File: src/rtl/vending_pkg.sv
// rtl/vending_pkg.sv - shared types, price and coin tables for the vending controller
package vending_pkg;

   localparam int VEND_N = 7;
   localparam int VEND_W = 16;

   typedef enum logic [2:0] {
      S_IDLE,
      S_COLLECT,
      S_ADD,
      S_CHECK,
      S_DISPENSE,
      S_CHANGE,
      S_CLEAR
   } state_t;

   localparam int NUM_ITEMS = 4;
   localparam int PRICE [NUM_ITEMS] = '{25, 40, 65, 100};

   // Descending order; the greedy selector relies on it.
   localparam int NUM_COINS = 6;
   localparam int COIN [NUM_COINS] = '{50, 20, 10, 5, 2, 1};

endpackage

File: src/rtl/vending_controller_if.sv
// rtl/vending_controller_if.sv - front-end, calculator and payout signals of the vending controller
interface vending_controller_if #(
   parameter int N = vending_pkg::VEND_N,
   parameter int W = vending_pkg::VEND_W
) ();

   logic         item_sel_valid;
   logic [1:0]   item_sel;
   logic         note_valid;
   logic [N-1:0] note_val;
   logic         note_ready;
   logic         cancel;

   logic [W-1:0] acc_value;
   logic         x_equals_y;
   logic         x_less_y;
   logic         x_greater_y;
   logic         calc_en;
   logic [N-1:0] calc_note;
   logic         calc_pulse;
   logic         calc_reset_n;

   logic [W-1:0] item_val;
   logic         dispense_valid;
   logic         dispense_ready;
   logic [1:0]   dispense_item;
   logic         change_valid;
   logic         change_ready;
   logic [W-1:0] change_coin;
   logic         busy;

   modport master (
      input  item_sel_valid, item_sel, note_valid, note_val, cancel,
      input  acc_value, x_equals_y, x_less_y, x_greater_y,
      input  dispense_ready, change_ready,
      output note_ready, calc_en, calc_note, calc_pulse, calc_reset_n,
      output item_val, dispense_valid, dispense_item, change_valid, change_coin, busy
   );

   modport slave (
      output item_sel_valid, item_sel, note_valid, note_val, cancel,
      output acc_value, x_equals_y, x_less_y, x_greater_y,
      output dispense_ready, change_ready,
      input  note_ready, calc_en, calc_note, calc_pulse, calc_reset_n,
      input  item_val, dispense_valid, dispense_item, change_valid, change_coin, busy
   );

endinterface

File: src/rtl/change_dispenser.sv
// rtl/change_dispenser.sv - greedy selector: largest coin not exceeding the remaining change
module change_dispenser
   import vending_pkg::*;
#(
   parameter int W = VEND_W
) (
   input  logic [W-1:0] change_rem,
   output logic [W-1:0] change_coin
);

   // Walk from the smallest coin upward so the last fit wins; zero remainder yields zero.
   always_comb begin
      change_coin = '0;
      for (int i = NUM_COINS - 1; i >= 0; i--) begin
         if (W'(COIN[i]) <= change_rem) begin
            change_coin = W'(COIN[i]);
         end
      end
   end

endmodule

File: src/rtl/vending_controller.sv
// rtl/vending_controller.sv - sequencing FSM driving the money calculator, item release and coin payout
module vending_controller
   import vending_pkg::*;
#(
   parameter int N = VEND_N,
   parameter int W = VEND_W
) (
   input  logic                 clk,
   input  logic                 reset,
   vending_controller_if.master bus
);

   state_t       state;
   state_t       next_state;
   logic [W-1:0] change_rem;
   logic [W-1:0] coin;
   logic         refund;
   logic         dispense_fire;
   logic         change_fire;

   change_dispenser #(.W(W)) u_change_dispenser (
      .change_rem  (change_rem),
      .change_coin (coin)
   );

   assign dispense_fire = bus.dispense_valid & bus.dispense_ready;
   assign change_fire   = bus.change_valid & bus.change_ready;

   always_ff @(posedge clk or negedge reset) begin
      if (!reset) begin
         state <= S_IDLE;
      end else begin
         state <= next_state;
      end
   end

   // CHECK holds while the add pulse is in flight so the flags reflect the new total.
   always_comb begin
      next_state = state;
      case (state)
         S_IDLE: begin
            if (bus.item_sel_valid) next_state = S_COLLECT;
         end
         S_COLLECT: begin
            if (bus.cancel)          next_state = S_CHANGE;
            else if (bus.note_valid) next_state = S_ADD;
         end
         S_ADD: begin
            next_state = S_CHECK;
         end
         S_CHECK: begin
            if (!bus.calc_pulse) next_state = bus.x_less_y ? S_COLLECT : S_DISPENSE;
         end
         S_DISPENSE: begin
            if (dispense_fire) next_state = (change_rem != '0) ? S_CHANGE : S_CLEAR;
         end
         S_CHANGE: begin
            if (refund && change_rem == '0)         next_state = S_CLEAR;
            else if (change_fire && change_rem == coin) next_state = S_CLEAR;
         end
         S_CLEAR: begin
            next_state = S_IDLE;
         end
         default: begin
            next_state = S_IDLE;
         end
      endcase
   end

   always_comb begin
      bus.note_ready     = (state == S_COLLECT);
      bus.dispense_valid = (state == S_DISPENSE);
      bus.change_valid   = (state == S_CHANGE) && (change_rem != '0);
      bus.change_coin    = bus.change_valid ? coin : '0;
      bus.busy           = (state != S_IDLE);
      bus.calc_reset_n   = reset && (state != S_CLEAR);
   end

   always_ff @(posedge clk or negedge reset) begin
      if (!reset) begin
         bus.calc_en       <= 1'b0;
         bus.calc_note     <= '0;
         bus.calc_pulse    <= 1'b0;
         bus.item_val      <= '0;
         bus.dispense_item <= '0;
         change_rem        <= '0;
         refund            <= 1'b0;
      end else begin
         bus.calc_pulse <= (state == S_ADD);
         case (state)
            S_IDLE: begin
               if (bus.item_sel_valid) begin
                  bus.dispense_item <= bus.item_sel;
                  bus.item_val      <= W'(PRICE[bus.item_sel]);
               end
            end
            S_COLLECT: begin
               if (bus.cancel) begin
                  refund     <= 1'b1;
                  change_rem <= bus.acc_value;
               end else if (bus.note_valid) begin
                  bus.calc_note <= bus.note_val;
                  bus.calc_en   <= 1'b1;
               end
            end
            S_CHECK: begin
               if (!bus.calc_pulse) begin
                  bus.calc_en <= 1'b0;
                  if (!bus.x_less_y) change_rem <= bus.acc_value - bus.item_val;
               end
            end
            S_CHANGE: begin
               if (change_fire) change_rem <= change_rem - coin;
            end
            S_CLEAR: begin
               refund <= 1'b0;
            end
            default: begin
            end
         endcase
      end
   end

endmodule

File: src/flat_wrapper.sv
// flat-port wrapper written by rule: the top's interface ports become plain ports
module vending_controller_flat import vending_pkg::*;
#(
   parameter int N = VEND_N,
   parameter int W = VEND_W
)
  (clk, reset, bus_item_sel_valid, bus_item_sel, bus_note_valid, bus_note_val, bus_cancel, bus_acc_value, bus_x_equals_y, bus_x_less_y, bus_x_greater_y, bus_dispense_ready, bus_change_ready, bus_note_ready, bus_calc_en, bus_calc_note, bus_calc_pulse, bus_calc_reset_n, bus_item_val, bus_dispense_valid, bus_dispense_item, bus_change_valid, bus_change_coin, bus_busy);
  vending_controller_if #(.N(N), .W(W)) bus_i ();
  input  logic clk;
  input  logic reset;
  input wire logic [$bits(bus_i.item_sel_valid)-1:0] bus_item_sel_valid;
  input wire logic [$bits(bus_i.item_sel)-1:0] bus_item_sel;
  input wire logic [$bits(bus_i.note_valid)-1:0] bus_note_valid;
  input wire logic [$bits(bus_i.note_val)-1:0] bus_note_val;
  input wire logic [$bits(bus_i.cancel)-1:0] bus_cancel;
  input wire logic [$bits(bus_i.acc_value)-1:0] bus_acc_value;
  input wire logic [$bits(bus_i.x_equals_y)-1:0] bus_x_equals_y;
  input wire logic [$bits(bus_i.x_less_y)-1:0] bus_x_less_y;
  input wire logic [$bits(bus_i.x_greater_y)-1:0] bus_x_greater_y;
  input wire logic [$bits(bus_i.dispense_ready)-1:0] bus_dispense_ready;
  input wire logic [$bits(bus_i.change_ready)-1:0] bus_change_ready;
  output wire logic [$bits(bus_i.note_ready)-1:0] bus_note_ready;
  output wire logic [$bits(bus_i.calc_en)-1:0] bus_calc_en;
  output wire logic [$bits(bus_i.calc_note)-1:0] bus_calc_note;
  output wire logic [$bits(bus_i.calc_pulse)-1:0] bus_calc_pulse;
  output wire logic [$bits(bus_i.calc_reset_n)-1:0] bus_calc_reset_n;
  output wire logic [$bits(bus_i.item_val)-1:0] bus_item_val;
  output wire logic [$bits(bus_i.dispense_valid)-1:0] bus_dispense_valid;
  output wire logic [$bits(bus_i.dispense_item)-1:0] bus_dispense_item;
  output wire logic [$bits(bus_i.change_valid)-1:0] bus_change_valid;
  output wire logic [$bits(bus_i.change_coin)-1:0] bus_change_coin;
  output wire logic [$bits(bus_i.busy)-1:0] bus_busy;
  assign bus_i.item_sel_valid = bus_item_sel_valid;
  assign bus_i.item_sel = bus_item_sel;
  assign bus_i.note_valid = bus_note_valid;
  assign bus_i.note_val = bus_note_val;
  assign bus_i.cancel = bus_cancel;
  assign bus_i.acc_value = bus_acc_value;
  assign bus_i.x_equals_y = bus_x_equals_y;
  assign bus_i.x_less_y = bus_x_less_y;
  assign bus_i.x_greater_y = bus_x_greater_y;
  assign bus_i.dispense_ready = bus_dispense_ready;
  assign bus_i.change_ready = bus_change_ready;
  assign bus_note_ready = bus_i.note_ready;
  assign bus_calc_en = bus_i.calc_en;
  assign bus_calc_note = bus_i.calc_note;
  assign bus_calc_pulse = bus_i.calc_pulse;
  assign bus_calc_reset_n = bus_i.calc_reset_n;
  assign bus_item_val = bus_i.item_val;
  assign bus_dispense_valid = bus_i.dispense_valid;
  assign bus_dispense_item = bus_i.dispense_item;
  assign bus_change_valid = bus_i.change_valid;
  assign bus_change_coin = bus_i.change_coin;
  assign bus_busy = bus_i.busy;
  vending_controller #(.N(N), .W(W)) u_core (.clk(clk), .reset(reset), .bus(bus_i));
endmodule
File: config.mk
export PLATFORM = sky130hd
export DESIGN_NAME = vending_controller_flat
export DESIGN_NICKNAME = d
export VERILOG_FILES = /design/src/rtl/vending_pkg.sv /design/src/rtl/vending_controller_if.sv /design/src/rtl/change_dispenser.sv /design/src/rtl/vending_controller.sv /design/src/flat_wrapper.sv
export SDC_FILE = /design/constraint.sdc
export NUM_CORES = 1
export LEC_CHECK = 0
export CAP_MARGIN = 25
export CORE_UTILIZATION = 40
export CTS_CLUSTER_DIAMETER = 150
export DETAILED_ROUTE_END_ITERATION = 12
export PLACE_DENSITY = 0.79
export SLEW_MARGIN = 30
export SYNTH_ARGS = -nofsm -noshare
export SYNTH_HDL_FRONTEND = slang
export SYNTH_SLANG_ARGS = --single-unit
File: constraint.sdc
create_clock -name clk -period 7.85 [get_ports clk]
set_input_delay 1.57 -clock clk [delete_from_list [all_inputs] [get_ports clk]]
set_output_delay 1.57 -clock clk [all_outputs]
set_load 0.03 [all_outputs]
==> flow_summary.yaml, run 1 <==
outcome:
  outcome: "finished clean"
power_and_ir_drop:
  powerDensity_nw_per_um2: 387.0
  seqPwrFrac_pct: 26.2
  comb_power_share_pct: 63.7
  ir_worst_vdd_mv: 0.2554
  p_sw_mw: 0.7232
  power.share.clock_pct: 10.1
  intPower_mw: 0.7246
  power.leakage_nw: 1.518
  switching_share_pct: 49.95
placed_design:
  gp_congestion: 0.9102
  port_buffers: 60
  dp_hpwl_um: 5906
clock_tree:
  ctsHoldBuffers: 0
  cts_setup_buffers: 0
  cts_tree: "built"
  clk_path_buf_depth: 2
  cts.sinks: 35
  root_buffer: "clkbuf_8"
  clk_latency_ns: 0.30
  cts.htree.levels: 2
  cts_resized: 0
  path_clk_slew_ns: 0.07
  cts_buffers: 5
global_routing:
  grt_max_degree: 37
  antenna_found_initial: 0
  grt_pass1_wl_um: 12640
  grt.total_usage_pct: 20.68
  gr-total-overflow: 0
  grt_pass1_vias: 2690
timing:
  rsz0062_at_grt: "false"
  finalSetupViolations: 0
  slew_headroom_pct: 39.46
  hold_viol_final: 0
  holdWs_ns: 0.4976
  drv_slew: 0
  min_period_over_period_pct: 62.09
  timing.clock.skew_ns: 0.009920
  finalCriticalPeriod_ns: 4.874
  fin_setup_tns_ns: 0
  fmax_ghz: 0.2052
  tightest_slew_ns: 0.9081
route:
  drt-wirelength-per-cell_um: 14.99
  drc: 0
  drt-initial-drc-count: 218
  via_per_inst: 5.688
  vias: 3026
  wirelength_um: 7973
  ant_nets: 0
  dr.pass1.iters: 4
finish:
  area_growth_pct: 22.24
  seqCellArea_sq_um: 875.8
  antenna_cells: 0
  layout_commonest_cell: "clkdlybuf4s50_1"
  multi_input_area_sq_um: 1969
  nets: 483
  n_fill_cell: 698
  final_cell_mix: "clkdlybuf4s50_1 (60), nor2_1 (40), dfrtp_1 (35), o21ai_0 (30), nand2_1 (29)"
  layout-drive-gt1-share_pct: 6.236
floorplanning:
  rows: 31
  die_w_um: 89.47
  die_height_um: 89.47
  core_sq_um: 7331
  dieArea_sq_um: 8005
  initial_core_util_pct: 41.75
  io-pin-count: 83
yosys:
  synth_cells: 381
  synth_seq_cells: 35
  synth.distinct_cells: 64
  yosysSeqAreaShare_pct: 28.62
  async_reset_ff_share_pct: 100.0
  syn_area_sq_um: 3060
  yosys_warnings: 0
  synth_edf_count: 0
  synth-main-ff-cell: "dfrtp_1"
  syn_avg_cell_area_sq_um: 8.033
worst_hold_path:
  hp-start: "u_core.bus.calc_en$_DFFE_PN0P_"
  min_path_type: "reg2reg"
worst_setup_path:
  critPathCaptureType: "output pin"
  reg2regPathDepth: 12
  rrSetupSlack_ns: 4.00
  path_class: "in2out"
  regToRegEndpoint: "u_core.change_rem[11]$_DFFE_PN0P_"
  startpoint: "reset"
  reg2reg_from: "u_core.change_rem[8]$_DFFE_PN0P_"
  crit_path_end: "bus_calc_reset_n"
  critPathLaunchType: "primary input"
  arrival_ns: 3.30
  cp_max_fo: 36
  required_ns: 6.28
flow_run:
  cap_violations: 0
metrics by stage:
stage          cells  util, %  worst slack, ns  power (mW)  cell area (sq um)
2_1_floorplan    400        -            4.295       1.035               3132
3_3_place_gp     524    49.67            2.960       1.266               3641
5_1_grt          532    51.03            2.839       1.555               3741
4_1_cts          532    51.03            2.934       1.439               3741
6_report         532    51.03            2.976       1.448               3741
3_5_place_dp     524    49.67            2.940       1.286               3641
worst min path at each step:
| stage | endpoint | slack, ns | depth (start not counted) |
|---|---|---|---|
| 2_1_floorplan | u_core.change_rem[0]$_DFFE_PN0P_ | 0.45 | 2 |
| 3_3_place_gp | u_core.change_rem[0]$_DFFE_PN0P_ | 0.47 | 2 |
| 3_5_place_dp | u_core.bus.calc_en$_DFFE_PN0P_ | 0.49 | 2 |
| 4_1_cts | u_core.bus.calc_en$_DFFE_PN0P_ | 0.51 | 2 |
| 5_1_grt | u_core.bus.calc_note[4]$_DFFE_PN0P_ | 0.53 | 1 |
| 6_report | u_core.bus.calc_en$_DFFE_PN0P_ | 0.50 | 2 |
Yosys cell counts, types with 2 or more instances:
cell type | n | share of area (%)
buf_4 | 22 | 5.4
o31a_1 | 3 | 0.86
o21a_1 | 4 | 0.98
nand3b_1 | 4 | 0.98
a22o_1 | 2 | 0.57
nor3_1 | 14 | 2.3
o2bb2ai_1 | 2 | 0.57
nor4_2 | 2 | 0.82
ha_1 | 15 | 6.1
o22ai_1 | 5 | 1.0
clkbuf_1 | 10 | 1.2
o31ai_1 | 4 | 0.98
mux2_2 | 9 | 3.3
inv_1 | 17 | 2.1
o41a_1 | 2 | 0.74
nand4_1 | 2 | 0.41
o21ai_1 | 7 | 1.1
buf_2 | 4 | 0.65
nor3b_1 | 2 | 0.49
and3b_1 | 2 | 0.57
nor2b_1 | 5 | 1.0
nor2_1 | 40 | 4.9
and2_1 | 3 | 0.61
nand3_1 | 5 | 0.82
a221o_1 | 2 | 0.65
or3_1 | 8 | 1.6
mux2i_1 | 3 | 0.98
a211oi_1 | 5 | 1.2
a21oi_1 | 19 | 3.1
a21boi_0 | 2 | 0.49
nor4_1 | 9 | 1.8
a22oi_1 | 4 | 0.98
o211ai_1 | 4 | 0.98
o32ai_1 | 2 | 0.57
o21ai_0 | 30 | 4.9
or4_1 | 2 | 0.49
or2_2 | 4 | 0.82
nand2_1 | 29 | 3.6
nand2b_1 | 5 | 1.0
xnor2_1 | 5 | 1.4
a221oi_1 | 6 | 1.7
dfrtp_1 | 35 | 29
worst max-delay path, cell delays in order:
cell,delay [ns]
clkdlybuf4s50_1,0.45
buf_4,0.40
o21a_1,0.20
clkdlybuf4s50_1,0.67
registers in the layout (all words and copies together), names as in the netlist:
name                      flops
u_core.bus.calc_note          7
u_core.refund                 1
u_core.state                  3
u_core.bus.dispense_item      1
u_core.bus.calc_pulse         1
u_core.bus.calc_en            1
u_core.bus.item_val           5
u_core.change_rem            16
per-layer routing:
layer  routed length [um]  GRT usage, %
met5                    0             0
met4                  103         6.638
met3                  473         3.416
met2                 3739         34.70
met1                 3658         27.19
cell type report:
class | count | share of cell area [%]
clock buffer | 8 | 2.676
inverter | 17 | 1.706
multi-input combinational | 312 | 52.64
sequential | 35 | 23.41
tap | 99 | 3.311
timing repair buffer | 61 | 16.25
kinds of logic after synthesis:
kind of cell	count (synthesis)	share of synthesized area (%)
muxes	12	4.293
and+or+nand+nor	141	23.63
adders and majority gates	16	6.787
AOI/OAI and AO/OA	118	25.76
xor gates and xnor gates	5	1.431
buffers and inverters	53	9.362
DFF	35	28.62
other	1	0.1225
power groups by stage:
stage / Sequential [mW] / Combinational (mW) / Clock, mW
final: 0.379 / 0.922 / 0.147
after global routing: 0.396 / 1.00 / 0.155
after CTS: 0.378 / 0.911 / 0.150
after detailed placement: 0.381 / 0.906 / 0
after global placement: 0.377 / 0.889 / 0
after floorplan: 0.412 / 0.622 / 0
(Power assumes the default switching activity.)
==> inputs of run 2 (changes only) <==
clock period = 4.5 ns   (was 7.85 ns; I/O delays follow)
==> flow_summary.yaml, run 2 (synthesis gave the netlist of run 1 again) <==
clock_tree:
  cts_setup_buffers: 0
  cts_resized: 0
  path_clk_slew_ns: 0.07
  root_buffer: "clkbuf_8"
  cts_buffers: 5
  clk_latency_ns: 0.29
  clk_path_buf_depth: 2
  cts.htree.levels: 2
  cts.sinks: 35
  cts_tree: "built"
  ctsHoldBuffers: 0
worst_setup_path:
  arrival_ns: 2.99
  regToRegEndpoint: "u_core.change_rem[12]$_DFFE_PN0P_"
  critPathCaptureType: "output pin"
  critPathLaunchType: "flip-flop"
  rrSetupSlack_ns: 0.62
  reg2reg_from: "u_core.change_rem[8]$_DFFE_PN0P_"
  path_class: "reg2out"
  required_ns: 3.60
  cp_max_fo: 8
  reg2regPathDepth: 13
finish:
  reg.largest.list: "u_core.change_rem x16, u_core.bus.calc_note x7, u_core.bus.item_val x5"
  antenna_cells: 0
  nets: 485
  multi_input_area_sq_um: 1969
  layout-drive-gt1-share_pct: 6.667
  finalNonFillerCells: 534
  utilization_pct: 51.24
  seqCellArea_sq_um: 875.8
  final_cell_mix: "clkdlybuf4s50_1 (60), nor2_1 (40), dfrtp_1 (35), o21ai_0 (30), nand2_1 (29)"
  largest_register_ffs: 16
  layout_commonest_cell: "clkdlybuf4s50_1"
  n_fill_cell: 686
  area_growth_pct: 22.73
  regMostFlops: "u_core.change_rem"
  final_area_sq_um: 3756
global_routing:
  gr-total-overflow: 0
  grt_max_degree: 36
  grt_pass1_wl_um: 13160
  grt_pass1_vias: 2773
  antenna_found_initial: 0
  grt.total_usage_pct: 21.27
floorplanning:
  io-pin-count: 83
  initial_core_util_pct: 41.75
  die_height_um: 89.47
  rows: 31
  core_sq_um: 7331
  dieArea_sq_um: 8005
  die_w_um: 89.47
timing:
  fmax_ghz: 0.2573
  slew_headroom_pct: 46.56
  rsz0062_at_grt: "false"
  min_period_over_period_pct: 86.38
  holdWs_ns: 0.4864
  finalSetupViolations: 0
  timing.clock.skew_ns: 0.005385
  tightest_slew_ns: 0.8015
  fin_setup_tns_ns: 0
  finalCriticalPeriod_ns: 3.887
  drv_slew: 0
  hold_viol_final: 0
  fin_ws_ns: 0.6131
worst_hold_path:
  hp-start: "u_core.change_rem[0]$_DFFE_PN0P_"
  holdPathStages: 2
  min_path_type: "reg2reg"
  holdPathEnd: "u_core.change_rem[0]$_DFFE_PN0P_"
outcome:
  outcome: "finished clean"
power_and_ir_drop:
  power.leakage_nw: 1.527
  p_total_mw: 2.529
  ir_worst_vdd_mv: 0.3950
  powerDensity_nw_per_um2: 673.2
route:
  via_per_inst: 5.665
  wirelength_um: 7919
  ant_nets: 0
  drt-initial-drc-count: 218
  vias: 3025
  drc: 0
  dr.pass1.iters: 5
  drt-wirelength-per-cell_um: 14.83
placed_design:
  gp_congestion: 0.9347
  placed_area_sq_um: 3656
  dp_cells: 526
  dp_hpwl_um: 6013
  port_buffers: 60
  pre_cts_slack_ns: 0.6907
flow_run:
  cap_violations: 0
## run 2: worst max-delay path by stage
stage | slack, ns | cells after the start | from | endpoint
final | 0.61 | 6 | u_core.change_rem[8]$_DFFE_PN0P_ | bus_change_coin[0]
after global routing | 0.31 | 13 | u_core.change_rem[8]$_DFFE_PN0P_ | u_core.change_rem[6]$_DFFE_PN0P_
after CTS | 0.58 | 6 | u_core.change_rem[8]$_DFFE_PN0P_ | bus_change_coin[0]
after detailed placement | 0.69 | 13 | u_core.change_rem[8]$_DFFE_PN0P_ | u_core.change_rem[6]$_DFFE_PN0P_
after global placement | 0.81 | 11 | u_core.change_rem[8]$_DFFE_PN0P_ | u_core.change_rem[13]$_DFFE_PN0P_
after floorplan | 1.28 | 13 | u_core.change_rem[8]$_DFFE_PN0P_ | u_core.change_rem[6]$_DFFE_PN0P_
## run 2: power by group
part           internal (mW)  switching (mW)
logic                  0.665           0.969
registers              0.468           0.175
clock network          0.140           0.113
total                   1.27            1.26
## run 2: critical path: stages, from the launching register on
cell,delay (ns)
dfrtp_1,0.47
nor4_2,0.41
nand4_1,0.40
o21ai_0,0.57
inv_1,0.11
and2_1,0.17
clkdlybuf4s50_1,0.58
## run 2: area by class of cell
| class | instances | share of cell area, % |
|---|---|---|
| multi-input cells | 312 | 52.43 |
| flip-flops and latches | 35 | 23.32 |
| repair buffers | 63 | 16.59 |
| well taps | 99 | 3.298 |
| clock buffers | 8 | 2.665 |
| inverters | 17 | 1.699 |
## run 2: metal layers
metal / global-route usage [%] / vias up / part of all wire [%] / routed length (um)
met2: 35.11 / 112 / 48 / 3821
met1: 28.92 / 1416 / 45 / 3545
met5: 0 / - / 0 / 0
met3: 3.047 / 14 / 5.3 / 416
li1: - / 1483 / - / -
met4: 6.349 / 0 / 1.7 / 136
==> inputs of run 3 (changes only) <==
PLACE_DENSITY = 0.77   (was 0.79)
SYNTH_HIERARCHICAL = 1   (was not set)
==> flow_summary.yaml, run 3 <==
worst_setup_path:
  cp_max_fo: 5
  cp_cell_sequence: "or4_4 -> nor4_4 -> o221ai_1 -> inv_1 -> ha_1 -> nor2b_1 -> o2111ai_1 -> a21oi_1 -> or3_1 -> and4_1 -> or4b_1"
  slowest_stage: "or4_4"
  critPathCaptureType: "flip-flop"
  worst-path-buf-inv: 1
  arrival_ns: 3.95
  critPathLaunchType: "flip-flop"
  critical-path-top-delay-family: "simple AND/OR/NAND/NOR gates"
  slowest_delay_ns: 0.58
  required_ns: 4.66
  path_class: "reg2reg"
worst_hold_path:
  min_path_type: "reg2reg"
outcome:
  outcome: "finished clean"
clock_tree:
  path_clk_slew_ns: 0.08
  cts_setup_buffers: 0
  clk_path_buf_depth: 2
  cts.sinks: 35
  clk_latency_ns: 0.29
  cts_tree: "built"
  root_buffer: "clkbuf_8"
  ctsHoldBuffers: 0
  cts_resized: 0
  cts.htree.levels: 2
  cts_buffers: 5
yosys:
  syn_avg_cell_area_sq_um: 8.062
  synth_seq_cells: 35
  synth.distinct_cells: 69
  synth.area.top_cells: "dfrtp_1 (25%), ha_1 (8.1%), buf_4 (5.1%)"
  synth_cells: 440
  yosysSeqAreaShare_pct: 24.69
  syn_area_sq_um: 3547
  synth_edf_count: 0
  synth_common_cells: "nand2_1 (39), inv_1 (36), dfrtp_1 (35)"
  synth_area_leader_cell: "dfrtp_1"
  async_reset_ff_share_pct: 100.0
  synth.top_cell.area_share_pct: 24.69
  synth_most_common_cell: "nand2_1"
  synth-main-ff-cell: "dfrtp_1"
  yosys_warnings: 6
power_and_ir_drop:
  ir_worst_vdd_mv: 0.4431
  power.leakage_nw: 1.759
  powerDensity_nw_per_um2: 700.9
finish:
  reg.largest.list: "u_core/change_rem x16, u_core/bus.calc_note x7, u_core/bus.item_val x5"
  layout-drive-gt1-share_pct: 8.147
  n_fill_cell: 810
  area_growth_pct: 19.22
  utilization_pct: 50.46
  finalNonFillerCells: 596
  largest_register_ffs: 16
  antenna_cells: 0
  final_cell_mix: "clkdlybuf4s50_1 (60), nand2_1 (39), inv_1 (36), dfrtp_1 (35), nor2_1 (30)"
  regMostFlops: "u_core/change_rem"
  layout_commonest_cell: "clkdlybuf4s50_1"
  nets: 549
placed_design:
  dp_hpwl_um: 7303
  dp_cells: 588
  gp_congestion: 0.9250
  port_buffers: 60
floorplanning:
  core_sq_um: 8382
  die_w_um: 96.17
  io-pin-count: 83
  rows: 33
  die_height_um: 96.17
  dieArea_sq_um: 9249
  initial_core_util_pct: 42.32
flow_run:
  cap_violations: 0
timing:
  drv_slew: 0
  finalCriticalPeriod_ns: 3.792
  rsz0062_at_grt: "false"
  fin_setup_tns_ns: 0
  min_period_over_period_pct: 84.26
  tightest_slew_ns: 0.9114
  fmax_ghz: 0.2637
  hold_viol_final: 0
  holdWs_ns: 0.5085
  slew_headroom_pct: 38.77
  finalSetupViolations: 0
  timing.clock.skew_ns: 0.007594
route:
  vias: 3496
  drt-wirelength-per-cell_um: 15.93
  wirelength_um: 9496
  via_per_inst: 5.866
  drc: 0
  dr.pass1.iters: 5
  ant_nets: 0
  drt-initial-drc-count: 244
global_routing:
  grt.total_usage_pct: 21.59
  antenna_found_initial: 0
  grt_max_degree: 36
  gr-total-overflow: 0
  grt_pass1_wl_um: 15570
  grt_pass1_vias: 3169
-- run 3: cell count changes after synthesis, sizes merged, moves of 7 or more --
cell,change
ha,+8
o21ai,-11
a21oi,+10
inv,+19
nand2,+10
a31oi,+7
nor3,+7
nor2,-10
-- run 3: final cells by class --
class | instances | area (sq um) | share of cell area (%)
Sequential cell | 35 | 875.8 | 20.71
Tap cell | 105 | 131.4 | 3.107
Clock inverter | 3 | 20.02 | 0.4734
Clock buffer | 5 | 68.82 | 1.627
Multi-Input combinational cell | 346 | 2352 | 55.62
Inverter | 36 | 135.1 | 3.195
Timing Repair Buffer | 66 | 645.6 | 15.27
-- run 3: final timing paths --
path | startpoint | endpoint | slack, ns | depth (start not counted)
max | u_core/change_rem[10]$_DFFE_PN0P_ | u_core/change_rem[15]$_DFFE_PN0P_ | 0.71 | 11
min | u_core/bus.calc_note[3]$_DFFE_PN0P_ | u_core/bus.calc_note[3]$_DFFE_PN0P_ | 0.51 | 1
max reg2reg | u_core/change_rem[10]$_DFFE_PN0P_ | u_core/change_rem[15]$_DFFE_PN0P_ | 0.71 | 11
min reg2reg | u_core/bus.calc_note[3]$_DFFE_PN0P_ | u_core/bus.calc_note[3]$_DFFE_PN0P_ | 0.51 | 1
max in group asynchronous | reset | u_core/change_rem[9]$_DFFE_PN0P_ | 3.12 | 2
min in group asynchronous | reset | u_core/bus.calc_note[4]$_DFFE_PN0P_ | 1.06 | 2
-- run 3: worst reg2reg max path, stage by stage, from the launching register on --
cell       delay [ns]
dfrtp_1          0.44
or4_4            0.58
nor4_4           0.30
o221ai_1         0.24
inv_1            0.12
ha_1             0.24
nor2b_1          0.15
o2111ai_1        0.27
a21oi_1          0.20
or3_1            0.43
and4_1           0.21
or4b_1           0.50
-- run 3: power by group --
group          total [mW]  switching (mW)  internal [mW]
logic                2.03            1.21          0.820
clock network       0.228           0.120          0.108
registers           0.711           0.240          0.471
total                2.96            1.57           1.40
-- run 3: metal layers --
layer / vias to the layer above / track usage, % / share of wire (%)
met1: 1650 / 29.89 / 45
met4: 0 / 5.846 / 1.1
li1: 1688 / - / -
met5: - / 0 / 0
met2: 152 / 35.05 / 46
met3: 6 / 2.923 / 7.5
-- run 3: kinds of logic (layout without fill, tap and decap cells) --
kind of cell | after synthesis | in the layout | share of synthesized area [%]
AND/OR/NAND/NOR | 143 | 143 | 22.26
other | 2 | 20 | 0.2117
XOR/XNOR | 16 | 16 | 3.950
buffers and inverters | 77 | 110 | 10.90
flip-flops | 35 | 35 | 24.69
AO/OA/AOI/OAI | 126 | 126 | 24.13
multiplexers | 17 | 17 | 5.185
adder cells (fa/ha/maj) | 24 | 24 | 8.677
-- run 3: per-stage QoR --
step | instance area (sq um) | power, mW | setup slack [ns]
final | 4229 | 2.964 | 0.7083
after global routing | 4229 | 3.189 | 0.5141
after CTS | 4229 | 2.936 | 0.7522
after detailed placement | 4140 | 2.692 | 0.7461
after global placement | 4140 | 2.641 | 0.7691
after floorplan | 3615 | 2.150 | 1.084
